**src/rtl/hdb3_pkg.sv**
```systemverilog
// hdb3_pkg -- definitions shared by the HDB3 encoder and decoder.
//   DEC_LATENCY : decoder pipeline depth, in accepted symbols
//   bipolar_t   : 2-bit line symbol {pos, neg}
//   SYM_*       : the four symbol codes
//   sym_is_mark : 1 for a legal +1 or -1 mark
package hdb3_pkg;

  localparam int DEC_LATENCY = 4;

  typedef logic [1:0] bipolar_t;

  localparam bipolar_t SYM_ZERO = 2'b00;
  localparam bipolar_t SYM_NEG  = 2'b01;
  localparam bipolar_t SYM_POS  = 2'b10;
  localparam bipolar_t SYM_ILL  = 2'b11;

  // A symbol with both rails high is illegal and carries no mark.
  function automatic logic sym_is_mark(input bipolar_t sym);
    return sym[1] ^ sym[0];
  endfunction

endpackage

```
**src/rtl/hdb3_decoder_if.sv**
```systemverilog
// hdb3_decoder_if -- bipolar symbol input and decoded bit output of the decoder.
//   in_valid/in_pos/in_neg : symbol stream (driven by the master)
//   out_valid/data_out     : decoded bit stream (driven by the slave)
interface hdb3_decoder_if;
  logic in_valid;
  logic in_pos;
  logic in_neg;
  logic out_valid;
  logic data_out;

  modport master (output in_valid, output in_pos, output in_neg,
                  input out_valid, input data_out);
  modport slave  (input in_valid, input in_pos, input in_neg,
                  output out_valid, output data_out);
endinterface

```
**src/rtl/hdb3_delay_line.sv**
```systemverilog
// hdb3_delay_line -- DEC_LATENCY-stage bit shift register (stage 0 newest).
//   clk, reset : clock, synchronous active-high reset
//   shift      : advance one stage and load din into stage 0
//   clr3       : with shift, also zero the stages above stage 0
//   din        : new bit for stage 0
//   dout       : current content of the oldest stage (the bit leaving on shift)
module hdb3_delay_line
  import hdb3_pkg::*;
(
  input  logic clk,
  input  logic reset,
  input  logic shift,
  input  logic clr3,
  input  logic din,
  output logic dout
);

  logic [DEC_LATENCY-1:0] stages;

  // Shift register; a clear wipes the three symbols that preceded din.
  always_ff @(posedge clk) begin
    if (reset) begin
      stages <= '0;
    end else if (shift) begin
      if (clr3) begin
        stages <= {{(DEC_LATENCY-1){1'b0}}, din};
      end else begin
        stages <= {stages[DEC_LATENCY-2:0], din};
      end
    end else begin
      stages <= stages;
    end
  end

  assign dout = stages[DEC_LATENCY-1];

endmodule

```
**src/rtl/hdb3_decoder.sv**
```systemverilog
// hdb3_decoder -- HDB3 bipolar line decoder.
//   clk, reset : clock, synchronous active-high reset (wins over in_valid)
//   bus        : hdb3_decoder_if.slave (symbols in, decoded bits out)
//   code_err   : one-cycle pulse on a coding violation   (HDB3_DEC_ERR_EN only)
//   err_cnt    : saturating count of code_err pulses      (HDB3_DEC_ERR_EN only)
// A mark with the same polarity as the previous mark is a V: it decodes as 0
// and zeroes the three preceding symbols, removing the B of a B00V group.
// Defining HDB3_DEC_ERR_EN adds the violation detector and counter.
module hdb3_decoder
  import hdb3_pkg::*;
#(
  parameter int ERR_CNT_W = 16
) (
  input  logic clk,
  input  logic reset,
  hdb3_decoder_if.slave bus
`ifdef HDB3_DEC_ERR_EN
  ,
  output logic                 code_err,
  output logic [ERR_CNT_W-1:0] err_cnt
`endif
);

  bipolar_t   sym;
  logic       accept;
  logic       mark;
  logic       pol;
  logic       is_v;
  logic       bit_in;
  logic       shift_out;
  logic       last_pol;
  logic       have_mark;
  logic [2:0] fill;

  // Classify the incoming symbol: mark, polarity and bipolar violation.
  always_comb begin
    sym    = {bus.in_pos, bus.in_neg};
    accept = bus.in_valid;
    mark   = sym_is_mark(sym);
    case (sym)
      SYM_POS: pol = 1'b1;
      SYM_NEG: pol = 1'b0;
      default: pol = 1'b0;
    endcase
    if (accept && mark && have_mark && (pol == last_pol)) begin
      is_v = 1'b1;
    end else begin
      is_v = 1'b0;
    end
    bit_in = mark & ~is_v;
  end

  hdb3_delay_line u_delay (
    .clk   (clk),
    .reset (reset),
    .shift (accept),
    .clr3  (is_v),
    .din   (bit_in),
    .dout  (shift_out)
  );

  // Polarity tracking, fill counter and registered output bit.
  always_ff @(posedge clk) begin
    if (reset) begin
      last_pol      <= 1'b0;
      have_mark     <= 1'b0;
      fill          <= 3'd0;
      bus.out_valid <= 1'b0;
      bus.data_out  <= 1'b0;
    end else if (accept) begin
      if (mark) begin
        last_pol  <= pol;
        have_mark <= 1'b1;
      end
      if (fill != 3'(DEC_LATENCY)) begin
        fill <= fill + 3'd1;
      end
      // Output only once the pipe already holds a full window of symbols.
      bus.out_valid <= (fill == 3'(DEC_LATENCY));
      bus.data_out  <= shift_out;
    end else begin
      bus.out_valid <= 1'b0;
    end
  end

`ifdef HDB3_DEC_ERR_EN
  logic       have_v;
  logic       last_v_pol;
  logic [2:0] zero_run;
  logic       err_now;

  // A violation is an illegal symbol, the fourth zero in a row, or a V with
  // the same polarity as the previous V.
  always_comb begin
    if (accept) begin
      err_now = (sym == SYM_ILL)
              | (~mark & (zero_run == 3'd3))
              | (is_v & have_v & (pol == last_v_pol));
    end else begin
      err_now = 1'b0;
    end
  end

  // Zero-run and V-polarity history, error pulse and saturating counter.
  always_ff @(posedge clk) begin
    if (reset) begin
      have_v     <= 1'b0;
      last_v_pol <= 1'b0;
      zero_run   <= 3'd0;
      code_err   <= 1'b0;
      err_cnt    <= '0;
    end else begin
      code_err <= err_now;
      if (err_now && (err_cnt != {ERR_CNT_W{1'b1}})) begin
        err_cnt <= err_cnt + {{(ERR_CNT_W-1){1'b0}}, 1'b1};
      end
      if (accept) begin
        if (mark) begin
          zero_run <= 3'd0;
        end else if (zero_run != 3'd4) begin
          zero_run <= zero_run + 3'd1;
        end
        if (is_v) begin
          have_v     <= 1'b1;
          last_v_pol <= pol;
        end
      end
    end
  end
`endif

endmodule

```
**src/flat_wrapper.sv**
```systemverilog
// flat-port wrapper written by rule: the top's interface ports become plain ports
module hdb3_decoder_flat import hdb3_pkg::*;
#(
  parameter int ERR_CNT_W = 16
)
  (clk, reset, bus_in_valid, bus_in_pos, bus_in_neg, bus_out_valid, bus_data_out);
  hdb3_decoder_if bus_i ();
  input  logic clk;
  input  logic reset;
  input wire logic [$bits(bus_i.in_valid)-1:0] bus_in_valid;
  input wire logic [$bits(bus_i.in_pos)-1:0] bus_in_pos;
  input wire logic [$bits(bus_i.in_neg)-1:0] bus_in_neg;
  output wire logic [$bits(bus_i.out_valid)-1:0] bus_out_valid;
  output wire logic [$bits(bus_i.data_out)-1:0] bus_data_out;
  assign bus_i.in_valid = bus_in_valid;
  assign bus_i.in_pos = bus_in_pos;
  assign bus_i.in_neg = bus_in_neg;
  assign bus_out_valid = bus_i.out_valid;
  assign bus_data_out = bus_i.data_out;
  hdb3_decoder #(.ERR_CNT_W(ERR_CNT_W)) u_core (.clk(clk), .reset(reset), .bus(bus_i));
endmodule
```
**config.mk**
```make
export PLATFORM = sky130hd
export DESIGN_NAME = hdb3_decoder_flat
export DESIGN_NICKNAME = d
export VERILOG_FILES = /design/src/rtl/hdb3_pkg.sv /design/src/rtl/hdb3_decoder_if.sv /design/src/rtl/hdb3_delay_line.sv /design/src/rtl/hdb3_decoder.sv /design/src/flat_wrapper.sv
export SDC_FILE = /design/constraint.sdc
export NUM_CORES = 1
export LEC_CHECK = 0
export CORE_AREA = 5 5 42 44
export CTS_BUF_LIST = sky130_fd_sc_hd__clkbuf_8
export CTS_CLUSTER_DIAMETER = 50
export DETAILED_ROUTE_END_ITERATION = 10
export DIE_AREA = 0 0 47 49
export PLACE_DENSITY = 0.57
export SYNTH_ARGS = -nofsm -noshare
export SYNTH_HDL_FRONTEND = slang
export SYNTH_HIERARCHICAL = 1
export SYNTH_SLANG_ARGS = --single-unit
export TNS_END_PERCENT = 50
```
**constraint.sdc**
```tcl
create_clock -name clk -period 1.25 [get_ports clk]
set_input_delay 0.25 -clock clk [delete_from_list [all_inputs] [get_ports clk]]
set_output_delay 0.25 -clock clk [all_outputs]
set_load 0.01 [all_outputs]
```
==> flow_metrics.tcl, run 1 <==
set metrics [dict create \
    finalPower_mw 0.8615 \
    grt_usage_pct 9.753 \
    initial_core_util_pct 35.54 \
    boundaryPins 7 \
    clock-root-buffer "clkbuf_8" \
    slew_viol_final 0 \
    fmax_mhz 874.8 \
    hold_violations 0 \
    cts_hold_buffers 0 \
    period_share_pct 91.45 \
    route.vias.total 393 \
    max_stage_delay_ns 0.26 \
    fillers 145 \
    grt.overflow.total 0 \
    p_seq_share_pct 43.9 \
    htree_levels 1 \
    hp-class "register to register" \
    wl_per_cell_um 10.99 \
    whs_ns 0.4749 \
    multi_input_area_um2 276.5 \
    status "complete, no violations" \
    crit_type "input pin to register" \
    nNetsFinal 74 \
    cp_max_fo 3 \
    wl_um 890 \
    p_sw_share_pct 23.74 \
    worstReg2RegStart "u_core/fill[1]" \
    antenna_found_initial 0 \
    drt_iter0_markers 5 \
    crit_buf_inv 1 \
    place_area_um2 596.8 \
    cp-startpoint "bus_in_pos" \
    powerDensity_nw_per_um2 1252 \
    numCtsBuffers 3 \
    syn2layout_area_growth_pct 38.19 \
    synth_seq_cells 11 \
    place_ws_ns -0.4326 \
    mappedNetlistNets 59 \
    cp_top_family "simple AND/OR/NAND/NOR gates" \
    cts_tree "built" \
    r2r-end "u_core/fill[1]" \
    cap_violations 0 \
    synth.distinct_cells 18 \
    dp_cells 76 \
    io_buffers 6 \
    worstPathCellList "dlygate4sd2_1 > ha_4 > xnor2_2 > nand3_1 > nor2_1 > or2_4 > o32ai_2" \
    diodes 0 \
    ant_nets 0 \
    grt_max_degree 8 \
    routed_via_density 4.852 \
    dieArea_um2 2303 \
    clk_latency_ns 0.24 \
    cp.depth 7 \
    yosys_warnings 6 \
    firstDrtPassIters 4 \
    peakVddDrop_uv 569.0 \
    finalClockSkew_ns 0.005823 \
    worstPathArrival_ns 1.29 \
    die_w_um 47 \
    fin_crit_ns 1.143 \
    place_congestion 0.6503 \
    instances_no_fill 81 \
    crit_slowest_cell "dlygate4sd2_1" \
    clock_path_buffers 2 \
    rows 14 \
    setup_viol 0 \
    critPathCapture "u_core/u_delay/stages[1]" \
    path_clk_slew_ns 0.05 \
    ff_latch_area_um2 220.2 \
    rr_worst_depth 5 \
    core-area_um2 1401 \
    power_frac_comb_pct 14.7 \
    setup_ws_ns 0.1069 \
    drc 0 \
    final_area_um2 688.2 \
    grt_first_pass_wirelength_mm 1.552 \
    power_switching_mw 0.2045 \
    p_clk_share_pct 41.4 \
    start_kind "input pin" \
    post-route-util_pct 49.11 \
    synthCells 51 \
    dp_hpwl_um 585.6 \
    synth_area_um2 498.0 \
    rrSetupSlack_ns 0.12 \
    syn_area_per_cell_um2 9.764 \
    seq_area_frac_synth_pct 44.22 \
    die_y_um 49 \
    endpoint_kind "register" \
    p_int_mw 0.6570 \
    rsz0062_at_grt "false" \
    first_global_vias 392 \
    p_leak_nw 0.3045 \
    drive_gt1_share_pct 27.69 \
    cts.sinks 11 \
    tns_ns 0 \
    worst_pin_slew_ns 0.2431 \
    cp_data_required_time_ns 1.40 \
    maxSlewHeadroom_pct 83.77 \
]
-- timing repair --
item                                   4_1_cts  5_1_grt
endpoints found under the hold margin        0        0
gates resized for setup                     10        3
pin swaps                                    6        0
buffers inserted                             1        0
setup endpoints to repair                    8        4
-- placed cells by master, fill, tap and decap left out --
cell type,Yosys,layout
o32ai_1,3,1
clkdlybuf4s50_1,0,1
ha_2,0,1
nor2_1,8,8
nand3_1,1,1
xnor2_2,0,1
dlygate4sd2_1,0,4
inv_1,6,5
dlymetal6s2s_1,0,1
and4b_1,2,2
buf_4,1,6
ha_4,0,1
ha_1,3,1
dfxtp_1,11,11
mux2i_1,4,4
xnor2_1,2,1
a21oi_1,1,1
clkbuf_8,0,3
a31oi_1,1,1
nand2_1,3,3
clkinv_2,0,1
a21boi_4,1,1
or2_4,0,1
nor3_1,1,1
o32ai_2,0,2
inv_2,0,1
and2b_1,1,1
-- kinds of logic after synthesis --
logic type	after synthesis	share of synthesized area, %
DFF	11	44.22
buffers and inverters	8	8.292
adders and majority gates	3	7.538
xor gates and xnor gates	2	3.518
AOI/OAI and AO/OA	6	11.31
muxes	4	8.041
and+or+nand+nor	17	17.09
-- power groups by stage --
| stage | clock network, mW | logic [mW] | registers [mW] |
|---|---|---|---|
| 2_1_floorplan | 0 | 0.0706 | 0.384 |
| 3_3_place_gp | 0 | 0.108 | 0.384 |
| 3_5_place_dp | 0 | 0.109 | 0.384 |
| 4_1_cts | 0.368 | 0.122 | 0.378 |
| 5_1_grt | 0.386 | 0.143 | 0.379 |
| 6_report | 0.357 | 0.127 | 0.378 |
-- cell usage after synthesis --
cell,count,area [um^2]
ha_1,3,37.54
nor3_1,1,5.000
a21oi_1,1,5.000
dfxtp_1,11,220.2
nand2_1,3,11.26
nor2_1,8,30.03
and2b_1,1,7.510
a31oi_1,1,6.260
and4b_1,2,20.02
or2_1,1,6.260
a21boi_4,1,18.77
xnor2_1,2,17.52
mux2i_1,4,40.04
nand3_1,1,5.000
inv_1,6,22.52
buf_4,1,7.510
o32ai_1,3,26.28
buf_6,1,11.26
-- state kept, by name, summed over array words and instances (netlist names) --
name and flops:
u_core/have_mark 1, u_core/last_pol 1, u_core/u_delay/stages 4, u_core/bus.data_out 1, u_core/bus.out_valid 1, u_core/fill 3
-- per-layer routing --
| layer | track usage [%] | part of all wire, % | vias up |
|---|---|---|---|
| met2 | 15.16 | 48 | 8 |
| met4 | 6.912 | 1.3 | 0 |
| li1 | - | - | 199 |
| met5 | 0 | 0 | - |
| met1 | 10.44 | 45 | 184 |
| met3 | 3.321 | 5.6 | 2 |
-- how the worst min path moves through the flow --
stage,cells past startpoint,endpoint,slack (ns),startpoint
3_5_place_dp,2,u_core/u_delay/stages[3],0.46,u_core/u_delay/stages[2]
5_1_grt,2,u_core/u_delay/stages[3],0.48,u_core/u_delay/stages[2]
2_1_floorplan,1,u_core/bus.data_out,0.32,reset
6_report,2,u_core/u_delay/stages[3],0.47,u_core/u_delay/stages[2]
4_1_cts,2,u_core/u_delay/stages[3],0.47,u_core/u_delay/stages[2]
3_3_place_gp,2,u_core/u_delay/stages[3],0.46,u_core/u_delay/stages[2]
-- layout make-up --
class / count / share of cell area [%]
Clock inverter: 1 / 0.7273
Timing Repair Buffer: 12 / 14.91
Clock buffer: 3 / 6.000
Inverter: 6 / 3.273
Multi-Input combinational cell: 32 / 40.18
Tap cell: 16 / 2.909
Sequential cell: 11 / 32.00
-- worst reg2reg max path: cells and delay by family (launching register included) --
family / cells / cell delay, ns
buf+inv: 1 / 0.05
simple gates: 1 / 0.05
fa+ha+maj: 1 / 0.19
mux: 1 / 0.19
flops: 1 / 0.35
compound gates: 1 / 0.18
No activity file was read; power rests on OpenSTA's default activity.
==> run 2, diff against run 1 <==
--- a/config.mk
+++ b/config.mk
@@ -13,2 +13,3 @@
 export PLACE_DENSITY = 0.57
+export SLEW_MARGIN = 0
 export SYNTH_ARGS = -nofsm -noshare
==> constraint.sdc (replaced) <==
create_clock -name clk -period 1.25 [get_ports clk]
set_input_delay 0.3125 -clock clk [delete_from_list [all_inputs] [get_ports clk]]
set_output_delay 0.3125 -clock clk [all_outputs]
set_load 0.01 [all_outputs]
==> flow_metrics.tcl, run 2 (synthesis results as in run 1) <==
set metrics [dict create \
    min_from "u_core/u_delay/stages[2]" \
    rsz0062_at_grt "true" \
    clock_path_buffers 2 \
    dieArea_um2 2303 \
    die_w_um 47 \
    die_y_um 49 \
    wl_per_cell_um 10.56 \
    drc 0 \
    start_kind "input pin" \
    diodes 0 \
    place_congestion 0.6501 \
    grt.overflow.total 0 \
    worst_pin_slew_ns 0.2290 \
    tns_ns 0 \
    p_seq_share_pct 44.4 \
    largest_register "u_core/u_delay/stages" \
    htree_levels 1 \
    boundaryPins 7 \
    nNetsFinal 74 \
    crit_type "input pin to register" \
    finalClockSkew_ns 0.006721 \
    cp_max_fo 3 \
    wl_um 855 \
    final_cell_mix "dfxtp_1, nor2_1, buf_4, dlygate4sd2_1, inv_1" \
    p_clk_share_pct 41.2 \
    peakVddDrop_uv 689.8 \
    place_area_um2 604.3 \
    antenna_found_initial 0 \
    firstDrtPassIters 4 \
    final_common_cell "dfxtp_1" \
    grt_first_pass_wirelength_mm 1.400 \
    core-area_um2 1401 \
    drt_iter0_markers 6 \
    grt_usage_pct 8.809 \
    io_buffers 6 \
    maxSlewHeadroom_pct 84.74 \
    rrSetupSlack_ns 0.10 \
    cp_data_required_time_ns 1.39 \
    path_clk_slew_ns 0.05 \
    cts_tree "built" \
    drive_gt1_share_pct 29.23 \
    fmax_mhz 826.5 \
    reg_top3 "u_core/u_delay/stages x4, u_core/fill x3" \
    routed_via_density 4.617 \
    worstHoldEndpoint "u_core/u_delay/stages[3]" \
    first_global_vias 358 \
    worstPathArrival_ns 1.35 \
    p_sw_share_pct 23.40 \
    multi_input_area_um2 281.5 \
    hold_path_depth 2 \
    cp-startpoint "bus_in_pos" \
    slew_viol_final 0 \
    fin_crit_ns 1.210 \
    hp-class "register to register" \
    clock-root-buffer "clkbuf_8" \
    setup_viol 0 \
    clk_latency_ns 0.24 \
    ant_nets 0 \
    finalPower_mw 0.8541 \
    p_leak_nw 0.3001 \
    cts_hold_buffers 0 \
    hold_violations 0 \
    numCtsBuffers 3 \
    cap_violations 0 \
    rr_worst_depth 5 \
    endpoint_kind "register" \
    cts_setup_buffers 0 \
    ff_latch_area_um2 221.5 \
    powerDensity_nw_per_um2 1237 \
    r2r-end "u_core/fill[1]" \
    power_switching_mw 0.1998 \
    status "complete, no violations" \
    largest_reg_flops 4 \
    route.vias.total 374 \
    initial_core_util_pct 35.54 \
    fillers 145 \
    cts.sinks 11 \
    final_area_um2 690.7 \
    power_frac_comb_pct 14.5 \
    syn2layout_area_growth_pct 38.69 \
    p_int_mw 0.6543 \
    worstReg2RegStart "u_core/fill[0]" \
    rows 14 \
    grt_max_degree 8 \
    period_share_pct 96.79 \
]
==> run 2: changes by cell type in the layout (fill, tap and decap cells not counted) <==
cell	delta
ha_2	-1
dlymetal6s2s_1	-1
dlygate4sd2_1	+1
o32ai_1	-1
dfxtp_2	+1
dfxtp_1	-1
o32ai_2	+1
ha_1	+1
==> run 2: critical path: stages <==
cell	delay, ns
dlygate4sd2_1	0.26
ha_4	0.17
xnor2_2	0.13
nand3_1	0.07
nor2_1	0.04
or2_4	0.26
o32ai_2	0.10
==> run 2: how the worst max path moves through the flow <==
stage | end | slack [ns] | depth (start not counted)
after floorplan | u_core/u_delay/stages[2] | 0.05 | 7
after global placement | u_core/u_delay/stages[2] | -0.48 | 8
after detailed placement | u_core/u_delay/stages[3] | -0.51 | 8
after CTS | u_core/u_delay/stages[2] | 0.05 | 7
after global routing | u_core/u_delay/stages[2] | -0.005 | 7
final | u_core/u_delay/stages[1] | 0.04 | 7
==> run 2: per-layer routing <==
layer	part of all wire [%]	GRT usage [%]
met5	0	0
met4	0	6.912
met3	6.4	3.321
met2	47	13.12
met1	47	9.471
==> run 2: area by class of cell <==
| cell class | instances | area share, % |
|---|---|---|
| repair buffers | 12 | 14.31 |
| flip-flops and latches | 11 | 32.07 |
| clock buffers | 3 | 5.978 |
| multi-input cells | 32 | 40.76 |
| clock inverters | 1 | 0.7246 |
| well taps | 16 | 2.899 |
| inverters | 6 | 3.261 |
==> run 2: power groups by stage <==
stage / logic, mW / registers [mW] / clock network (mW)
global route: 0.139 / 0.381 / 0.386
floorplan: 0.0706 / 0.384 / 0
finish: 0.124 / 0.379 / 0.352
detailed placement: 0.112 / 0.384 / 0
global placement: 0.110 / 0.384 / 0
CTS: 0.121 / 0.378 / 0.364
==> run 2: through the flow <==
stage	hold WS (ns)	utilization [%]	setup slack [ns]	instances
after global routing	0.4963	49.29	-0.005380	81
after CTS	0.4740	48.48	0.04964	81
after global placement	0.4544	43.13	-0.4757	77
after detailed placement	0.4629	43.13	-0.5089	77
final	0.4835	49.29	0.04011	81
after floorplan	0.3849	-	0.05177	51
==> run 2: what timing repair did <==
| action | CTS | global route |
|---|---|---|
| gates resized for setup | 11 | 3 |
| pin swaps | 4 | 1 |
| hold endpoints to repair | 0 | 0 |
| gates cloned | 0 | 0 |
| setup endpoints to repair | 9 | 4 |
==> edit (flow settings as in run 2) <==
Change the package constant `DEC_LATENCY` from 4 to 5.
--- a/src/rtl/hdb3_pkg.sv
+++ b/src/rtl/hdb3_pkg.sv
@@ -5,7 +5,7 @@
 //   sym_is_mark : 1 for a legal +1 or -1 mark
 package hdb3_pkg;
 
-  localparam int DEC_LATENCY = 4;
+  localparam int DEC_LATENCY = 5;
 
   typedef logic [1:0] bipolar_t;
 
Check against the original RTL: not equivalent (a bounded check fails within 10 cycles, from zero or initial values and one cycle with reset high).
==> edit against run 2 <==
- area after synthesis is 8.3% higher
- worst setup slack better by 33 ps
- wire length is 2.0% lower
- design area up 5.1%
- clock power grew 16%
- sequential cell count rose by 1
- cell count grew 1.2%
- total power is 9.4% higher
- critical path type unchanged
- critical endpoint unchanged
- largest cell class unchanged
==> edit: results <==
export IMPL_place_inst=78
export IMPL_ys_warn_count=6
export IMPL_nNetsFinal=75
export IMPL_rr_startpoint="u_core/fill[1]$_SDFFE_PP0P_"
export IMPL_cts_setup_buffers=0
export IMPL_antenna_found_initial=0
export IMPL_synth_common_cells="12 x dfxtp_1, 8 x nor2_1, 6 x inv_1"
export IMPL_ff2ff_setup_slack_ps=110
export IMPL_synth_xor_area_share_pct=3.25
export IMPL_p_leak_nw=0.298
export IMPL_cts_max_level=1
export IMPL_ctsRootBufferMaster="clkbuf_8"
export IMPL_fin_skew_ps=0.828
export IMPL_cts_buffer_depth=2
export IMPL_drt_iter0_drc=2
export IMPL_status="finished clean"
export IMPL_crit_fanout=4
export IMPL_placed_area_sq_um=627
export IMPL_dp_hpwl_um=628
export IMPL_drive_gt1_share_pct=27.3
export IMPL_synth_compound_area_share_pct=14.4
export IMPL_post_cts_resize_count=13
export IMPL_timing_rr_end="u_core/fill[1]$_SDFFE_PP0P_"
export IMPL_min_to="u_core/bus.data_out$_SDFFE_PP0P_"
export IMPL_reg2reg_depth=5
export IMPL_vias=402
export IMPL_numCtsBuffers=3
export IMPL_synth_area_leaders="dfxtp_1 45%, ha_1 7.0%, o32ai_1 6.5%"
export IMPL_drt_wl_total_um=838
export IMPL_ys_seq_area_share_pct=44.5
export IMPL_ys_types=18
export IMPL_worstMarginPinSlew_ps=229
export IMPL_slowest_delay_ps=260
export IMPL_clkLatencyLatePin_ps=230
export IMPL_critPathSlowestCell="dlygate4sd2_1"
export IMPL_min_from="u_core/bus.data_out$_SDFFE_PP0P_"
export IMPL_cp_top_family="simple AND/OR/NAND/NOR gates"
export IMPL_synthAdderAreaFrac_pct=6.96
export IMPL_grt_pass1_wl_um=1510
export IMPL_grt_use_total_pct=8.96
export IMPL_hold_class="flip-flop to flip-flop"
export IMPL_vias_per_cell=4.90
export IMPL_min_path_cells=2
export IMPL_gp_congestion=0.721
export IMPL_async_flop_share_pct=0
export IMPL_syn_nets=62
export IMPL_holdWs_ps=489
export IMPL_portBuffers=6
export IMPL_synthMuxAreaShare_pct=5.57
export IMPL_drt_first_pass_iters=3
export IMPL_place_ws_ps=-499
export IMPL_clk_pin_slew_ps=50
export IMPL_peakVddDrop_mv=0.822
export IMPL_n_antenna_cell=0
export IMPL_grt_max_degree=11
export IMPL_synthCells=54
export IMPL_reg_top3="u_core/u_delay/stages (5), u_core/fill (3)"
==> edit: cell types whose count changed after synthesis <==
| cell | change |
|---|---|
| or2_1 | -1 |
| buf_6 | +1 |
| dfxtp_1 | +1 |
| or2_4 | +1 |
| a211oi_2 | +1 |
| buf_4 | -1 |
| nand2_1 | +1 |
| mux2i_1 | -1 |
| o32ai_1 | +1 |
==> edit: per-layer routing <==
metal | share of wire [%] | GRT usage [%] | routed length (um)
met1 | 47 | 10.2 | 393
met2 | 47 | 14.3 | 394
met3 | 5.8 | 3.32 | 49
met4 | 0 | 4.15 | 0
met5 | 0 | 0 | 0
==> edit: power breakdown <==
part	leakage [nW]	switching, mW	internal (mW)
registers	0.0978	0.0120	0.400
logic	0.171	0.0543	0.0602
clock network	0.0288	0.131	0.277
==> edit: area by class of cell <==
class,instances,area (sq um)
Clock buffer,4,55.1
Fill cell,152,676
Inverter,6,22.5
Multi-Input combinational cell,34,304
Sequential cell,12,240
Tap cell,16,20.0
Timing Repair Buffer,10,83.8
==> edit: how the worst max path moves through the flow <==
stage / endpoint / from / slack (ps)
6_report: u_core/u_delay/stages[1]$_SDFFE_PP0P_ / bus_in_pos / 70
5_1_grt: u_core/u_delay/stages[3]$_SDFFE_PP0P_ / bus_in_pos / 20
4_1_cts: u_core/u_delay/stages[1]$_SDFFE_PP0P_ / bus_in_pos / 70
3_5_place_dp: u_core/u_delay/stages[1]$_SDFFE_PP0P_ / bus_in_neg / -500
3_3_place_gp: u_core/u_delay/stages[1]$_SDFFE_PP0P_ / bus_in_neg / -480
2_1_floorplan: u_core/u_delay/stages[3]$_SDFFE_PP0P_ / bus_in_neg / 40
